==> config.mk <==
export PLATFORM = sky130hd
export DESIGN_NAME = hazard_ctrl_unit
export DESIGN_NICKNAME = d
export VERILOG_FILES = /design/src/rtl/hazard_ctrl_unit.sv
export SDC_FILE = /design/constraint.sdc
export NUM_CORES = 1
export LEC_CHECK = 0
export CAP_MARGIN = 25
export CORE_MARGIN = 1
export CORE_UTILIZATION = 41
export CTS_CLUSTER_SIZE = 30
export DETAILED_ROUTE_END_ITERATION = 6
export GPL_TIMING_DRIVEN = 0
export PLACE_DENSITY = 0.81
export SYNTH_ARGS = -nofsm -noshare
export SYNTH_HDL_FRONTEND = slang
export SYNTH_SLANG_ARGS = --single-unit
==> constraint.sdc <==
create_clock -name clk -period 2 [get_ports clk]
set_clock_uncertainty 0.05 [all_clocks]
set_input_delay 0.2 -clock clk [delete_from_list [all_inputs] [get_ports clk]]
set_output_delay 0.2 -clock clk [all_outputs]
set_load 0.02 [all_outputs]
==> src/rtl/hazard_ctrl_unit.sv <==
// Pipeline hazard controller: load-use detection, multi-cycle multiply freeze,
// data-memory wait states and taken-branch flushes, with saturating stall/flush counters.
module hazard_ctrl_unit #(
    parameter int unsigned REG_AW        = 5,
    parameter int unsigned LOAD_USE_DIST = 1,
    parameter int unsigned MUL_LAT       = 4,
    parameter int unsigned CNT_W         = 16
) (
    input  logic              clk,
    input  logic              reset,
    input  logic [REG_AW-1:0] id_rs,
    input  logic [REG_AW-1:0] id_rt,
    input  logic              id_uses_rs,
    input  logic              id_uses_rt,
    input  logic [REG_AW-1:0] idex_rd,
    input  logic              idex_write,
    input  logic              idex_memread,
    input  logic [REG_AW-1:0] exmem_rd,
    input  logic              exmem_write,
    input  logic              exmem_memread,
    input  logic              ex_mul_start,
    input  logic              branch_taken,
    input  logic              mem_busy,
    output logic              pc_write,
    output logic              ifid_write,
    output logic              ifid_flush,
    output logic              idex_bubble,
    output logic              idex_hold,
    output logic              exmem_bubble,
    output logic              exmem_hold,
    output logic [CNT_W-1:0]  stall_cnt,
    output logic [CNT_W-1:0]  flush_cnt
);

    localparam int unsigned MW       = (MUL_LAT > 1) ? $clog2(MUL_LAT + 1) : 1;
    localparam int unsigned MUL_INIT = (MUL_LAT > 2) ? MUL_LAT - 2 : 0;
    localparam logic        MUL_MULTI = (MUL_LAT > 1);
    localparam logic        MUL_LONG  = (MUL_LAT > 2);
    localparam logic        DIST2     = (LOAD_USE_DIST == 2);

    localparam logic [1:0] ST_RUN      = 2'd0;
    localparam logic [1:0] ST_MUL_BUSY = 2'd1;
    localparam logic [1:0] ST_MEM_WAIT = 2'd2;

    logic [1:0]       state_q, state_d;
    logic [MW-1:0]    mcnt_q, mcnt_d;
    logic             ret_mul_q, ret_mul_d;
    logic [CNT_W-1:0] stall_cnt_q, flush_cnt_q;
    logic             flush_inc;
    logic             idex_hit, exmem_hit, load_use;

    // r0 is never a real producer, so it is masked per operand
    always_comb begin
        idex_hit  = (idex_rd != '0) &&
                    ((id_uses_rs && id_rs == idex_rd) || (id_uses_rt && id_rt == idex_rd));
        exmem_hit = (exmem_rd != '0) &&
                    ((id_uses_rs && id_rs == exmem_rd) || (id_uses_rt && id_rt == exmem_rd));
        load_use  = (idex_write && idex_memread && idex_hit) ||
                    (DIST2 && exmem_write && exmem_memread && exmem_hit);
    end

    // Next state and pipeline controls; priority mem_busy > MUL_BUSY > branch > mul start > load-use
    always_comb begin
        state_d      = state_q;
        mcnt_d       = mcnt_q;
        ret_mul_d    = ret_mul_q;
        flush_inc    = 1'b0;
        pc_write     = 1'b1;
        ifid_write   = 1'b1;
        ifid_flush   = 1'b0;
        idex_bubble  = 1'b0;
        idex_hold    = 1'b0;
        exmem_bubble = 1'b0;
        exmem_hold   = 1'b0;
        if (reset) begin
            pc_write    = 1'b0;
            ifid_write  = 1'b0;
            ifid_flush  = 1'b1;
            idex_bubble = 1'b1;
        end else if (mem_busy) begin
            pc_write   = 1'b0;
            ifid_write = 1'b0;
            idex_hold  = 1'b1;
            exmem_hold = 1'b1;
            state_d    = ST_MEM_WAIT;
            if (state_q != ST_MEM_WAIT) begin
                ret_mul_d = (state_q == ST_MUL_BUSY);
            end
        end else begin
            case (state_q)
                ST_MEM_WAIT: begin
                    state_d = ret_mul_q ? ST_MUL_BUSY : ST_RUN;
                end
                ST_MUL_BUSY: begin
                    pc_write     = 1'b0;
                    ifid_write   = 1'b0;
                    idex_hold    = 1'b1;
                    exmem_bubble = 1'b1;
                    mcnt_d       = mcnt_q - MW'(1);
                    if (mcnt_q <= MW'(1)) begin
                        state_d = ST_RUN;
                    end
                end
                default: begin
                    if (branch_taken) begin
                        ifid_flush  = 1'b1;
                        idex_bubble = 1'b1;
                        flush_inc   = 1'b1;
                    end else if (ex_mul_start && MUL_MULTI) begin
                        pc_write     = 1'b0;
                        ifid_write   = 1'b0;
                        idex_hold    = 1'b1;
                        exmem_bubble = 1'b1;
                        mcnt_d       = MW'(MUL_INIT);
                        state_d      = MUL_LONG ? ST_MUL_BUSY : ST_RUN;
                    end else if (load_use) begin
                        pc_write    = 1'b0;
                        ifid_write  = 1'b0;
                        idex_bubble = 1'b1;
                    end
                end
            endcase
        end
    end

    always_ff @(posedge clk) begin
        if (reset) begin
            state_q     <= ST_RUN;
            mcnt_q      <= '0;
            ret_mul_q   <= 1'b0;
            stall_cnt_q <= '0;
            flush_cnt_q <= '0;
        end else begin
            state_q   <= state_d;
            mcnt_q    <= mcnt_d;
            ret_mul_q <= ret_mul_d;
            if (!pc_write && stall_cnt_q != '1) begin
                stall_cnt_q <= stall_cnt_q + CNT_W'(1);
            end
            if (flush_inc && flush_cnt_q != '1) begin
                flush_cnt_q <= flush_cnt_q + CNT_W'(1);
            end
        end
    end

    assign stall_cnt = stall_cnt_q;
    assign flush_cnt = flush_cnt_q;

endmodule

==> summary.txt <==
Die Y = 73.2 um
Final ANT Viol Nets = 0
Layout Area Growth over Synthesis = 50.4%
CP Max Fanout = 4
Avg Inst Size Synth = 8.16 um2
Final Hold Viols = 0
Pre-antenna DRT Iters = 4
Post-Synth XOR/XNOR Area = 9.26%
RSZ-0062 raised after global routing = true
Layout Utilization = 65.0%
vias in the first global route = 2038
fin. max-slew vios = 0
Place WS = -0.728 ns
placed insts = 383
worst slew pin tran = 0.528 ns
GPL Wtd Cong = 0.823
Setup Crit Path Kind = reg -> reg
pin count of the biggest net entering global routing = 12
crit path launch type = flip-flop
Initial Utilization = 43.2%
sequential area share after synthesis = 36.6%
post-DR vias/cell = 5.47
# port buffers = 61
Clock Latency Late Sink = 0.29 ns
CTS clk-pin slew, worst paths = 0.08 ns
PwrDens = 518 mW/mm2
Synth area leaders = dfxtp_1, a21oi_1, xnor2_1
DR vias = 2179
static leakage = 1.07 nW
syn nets = 292
total grt overflow = 0
setup violators final = 7
Nets = 368
Sinks on Clock Net = 38
DP Wirelength = 3870 um
Post-route DRC = 0
outcome = finished, violations left
first-pass GRT wire length = 9090 um
Top FF cell, synth = dfxtp_1
WL final = 5750 um
violated checks = setup timing
layout cell share with drive strength beyond 1 = 22.7%
Synth Area in Adders = 3.61%
Core Region = 0.00482 mm2
Die ar. = 0.00536 mm2
number of synthesized flops with an enable pin = 0
# H-tree levels = 2
starting DRC count in detailed routing = 116
Total GRT Usage = 22.0%
Synth area leader = dfxtp_1
setup TNS = -0.159 ns
Worst Slack Setup Final = -0.0564 ns
Avg WL per Cell = 14.5 um
post-synthesis cell count = 255
Mapped Area = 0.00208 mm2
#FFs+latches synth = 38
Worst EP arrival = 2.22 ns
Max Root-Sink Buffers = 2
Yosys cell types = 40
Post-synth ARST share = 0%
mux contribution to synthesized area = 3.67%
Final period util = 103%
crit end category = flip-flop
worst endpoint required time = 2.17 ns
largest family of logic cells by synthesized area = simple AND/OR/NAND/NOR gates
Root Buffer = clkbuf_8
warnings from Yosys = 0
Synth Area in Simple Gates = 26.2%
die width = 73.2 um
Slew HR = 64.8%
top cell type's share of synthesized area = 36.6%
Overall Power = 0.00162 W
CTS Buf Count = 5
worst vdd ir = 0.375 mV
max cap viols = 0
initial antenna violation count = 0
fmax = 486 MHz
Hold Crit Class = in -> reg
Synth Area in Compound Gates = 15.6%
non-filler cells, final = 398
crit path time final = 2.06 ns
CTS tree = yes
num ports = 70
Antenna Cells = 0
FP Rows = 25
-- cell usage after synthesis, drive strengths merged, types with 2 or more instances --
cell type   n
ha          6
nand4      12
o211ai      2
nor2       28
inv        13
nand2      14
mux2        2
buf         4
o31ai       3
xor2        9
nand3      11
a21oi      24
dfxtp      38
or4         4
or3        15
o21ai      16
and2        2
nor3        3
a31oi       4
mux2i       5
and4        5
and3        3
clkbuf      6
xnor2      13
nor2b       3
-- where the power goes --
part,internal (W),switching (W)
Clock,0.000239,0.000272
Sequential,0.000774,0.0000149
Combinational,0.000156,0.000165
-- sequential cells by signal (all words and copies together), names as in the netlist --
| signal | count |
|---|---|
| stall_cnt | 16 |
| state_q | 2 |
| mcnt_q | 3 |
| ret_mul_q | 1 |
| flush_cnt | 16 |
-- critical path, cell delays in order (launching register included) --
cell,delay [ns]
dfxtp_4,0.35
ha_4,0.15
and2_4,0.15
and4_4,0.20
a21oi_4,0.16
a32oi_2,0.14
buf_4,0.18
buf_6,0.12
or3_4,0.33
a21oi_2,0.14
-- per-layer routing --
metal | wire (um) | GRT usage (%)
met1 | 2380 | 25.9
met2 | 2810 | 37.8
met3 | 463 | 6.22
met4 | 91 | 8.28
met5 | 0 | 0
-- layout make-up --
cell class / instances / area (um2)
buffer: 9 / 55.1
clock buffer: 6 / 72.6
clock inverter: 1 / 7.51
fill: 421 / 1690
inverter: 13 / 48.8
multi-input combinational: 194 / 1430
sequential: 38 / 777
tap: 67 / 83.8
timing repair buffer: 70 / 657
-- kinds of logic (layout without fill, tap and decap cells) --
logic type      after synthesis  after routing
buf+inv                      23             99
fa+ha+maj                     6              6
xor+xnor                     22             22
flops                        38             38
simple gates                103            103
mux                           7              7
compound gates               56             56
-- through the flow --
step	hold WS (ns)	cell area, um2
6_report	0.300	3130
5_1_grt	0.366	3130
4_1_cts	0.290	3010
3_5_place_dp	0.420	2810
3_3_place_gp	0.415	2810
2_1_floorplan	0.233	2110
-- placed cells by master, fill, tap and decap left out, types with 3 or more instances in the layout --
cell type,Yosys,layout
and4_1,5,3
o21ai_0,8,7
xor2_1,9,8
clkbuf_1,6,4
xnor2_1,13,13
a21oi_2,0,6
clkbuf_2,0,5
dlygate4sd2_1,0,4
nand2_1,14,14
buf_4,3,12
nor2_1,27,26
nand4_1,12,12
or3_4,0,5
o21ai_1,8,9
clkbuf_8,0,5
dfxtp_2,0,7
o31ai_1,3,3
or3_1,15,10
buf_6,1,3
clkdlybuf4s50_1,0,48
inv_1,13,12
dfxtp_1,38,29
or4_4,0,3
and3_1,3,3
mux2i_1,5,4
a21oi_1,24,16
ha_1,6,4
nand3_1,11,11
-- path summary, 6_finish.rpt --
| path | end | cells past startpoint | startpoint | slack [ns] |
|---|---|---|---|---|
| worst min-delay path | state_q[0] | 2 | reset | 0.30 |
| worst max register to register | stall_cnt[3] | 9 | stall_cnt[0] | -0.06 |
| worst max-delay path | stall_cnt[3] | 9 | stall_cnt[0] | -0.06 |
| worst min register to register | ret_mul_q | 2 | ret_mul_q | 0.43 |
-- what timing repair did --
action,in CTS,in global routing
setup buffers,8,1
gates resized for setup,49,38
pin swaps,18,23
endpoints found under the setup margin,26,32
cloned,1,0
hold buffers,0,0
(Power assumes the default switching activity.)
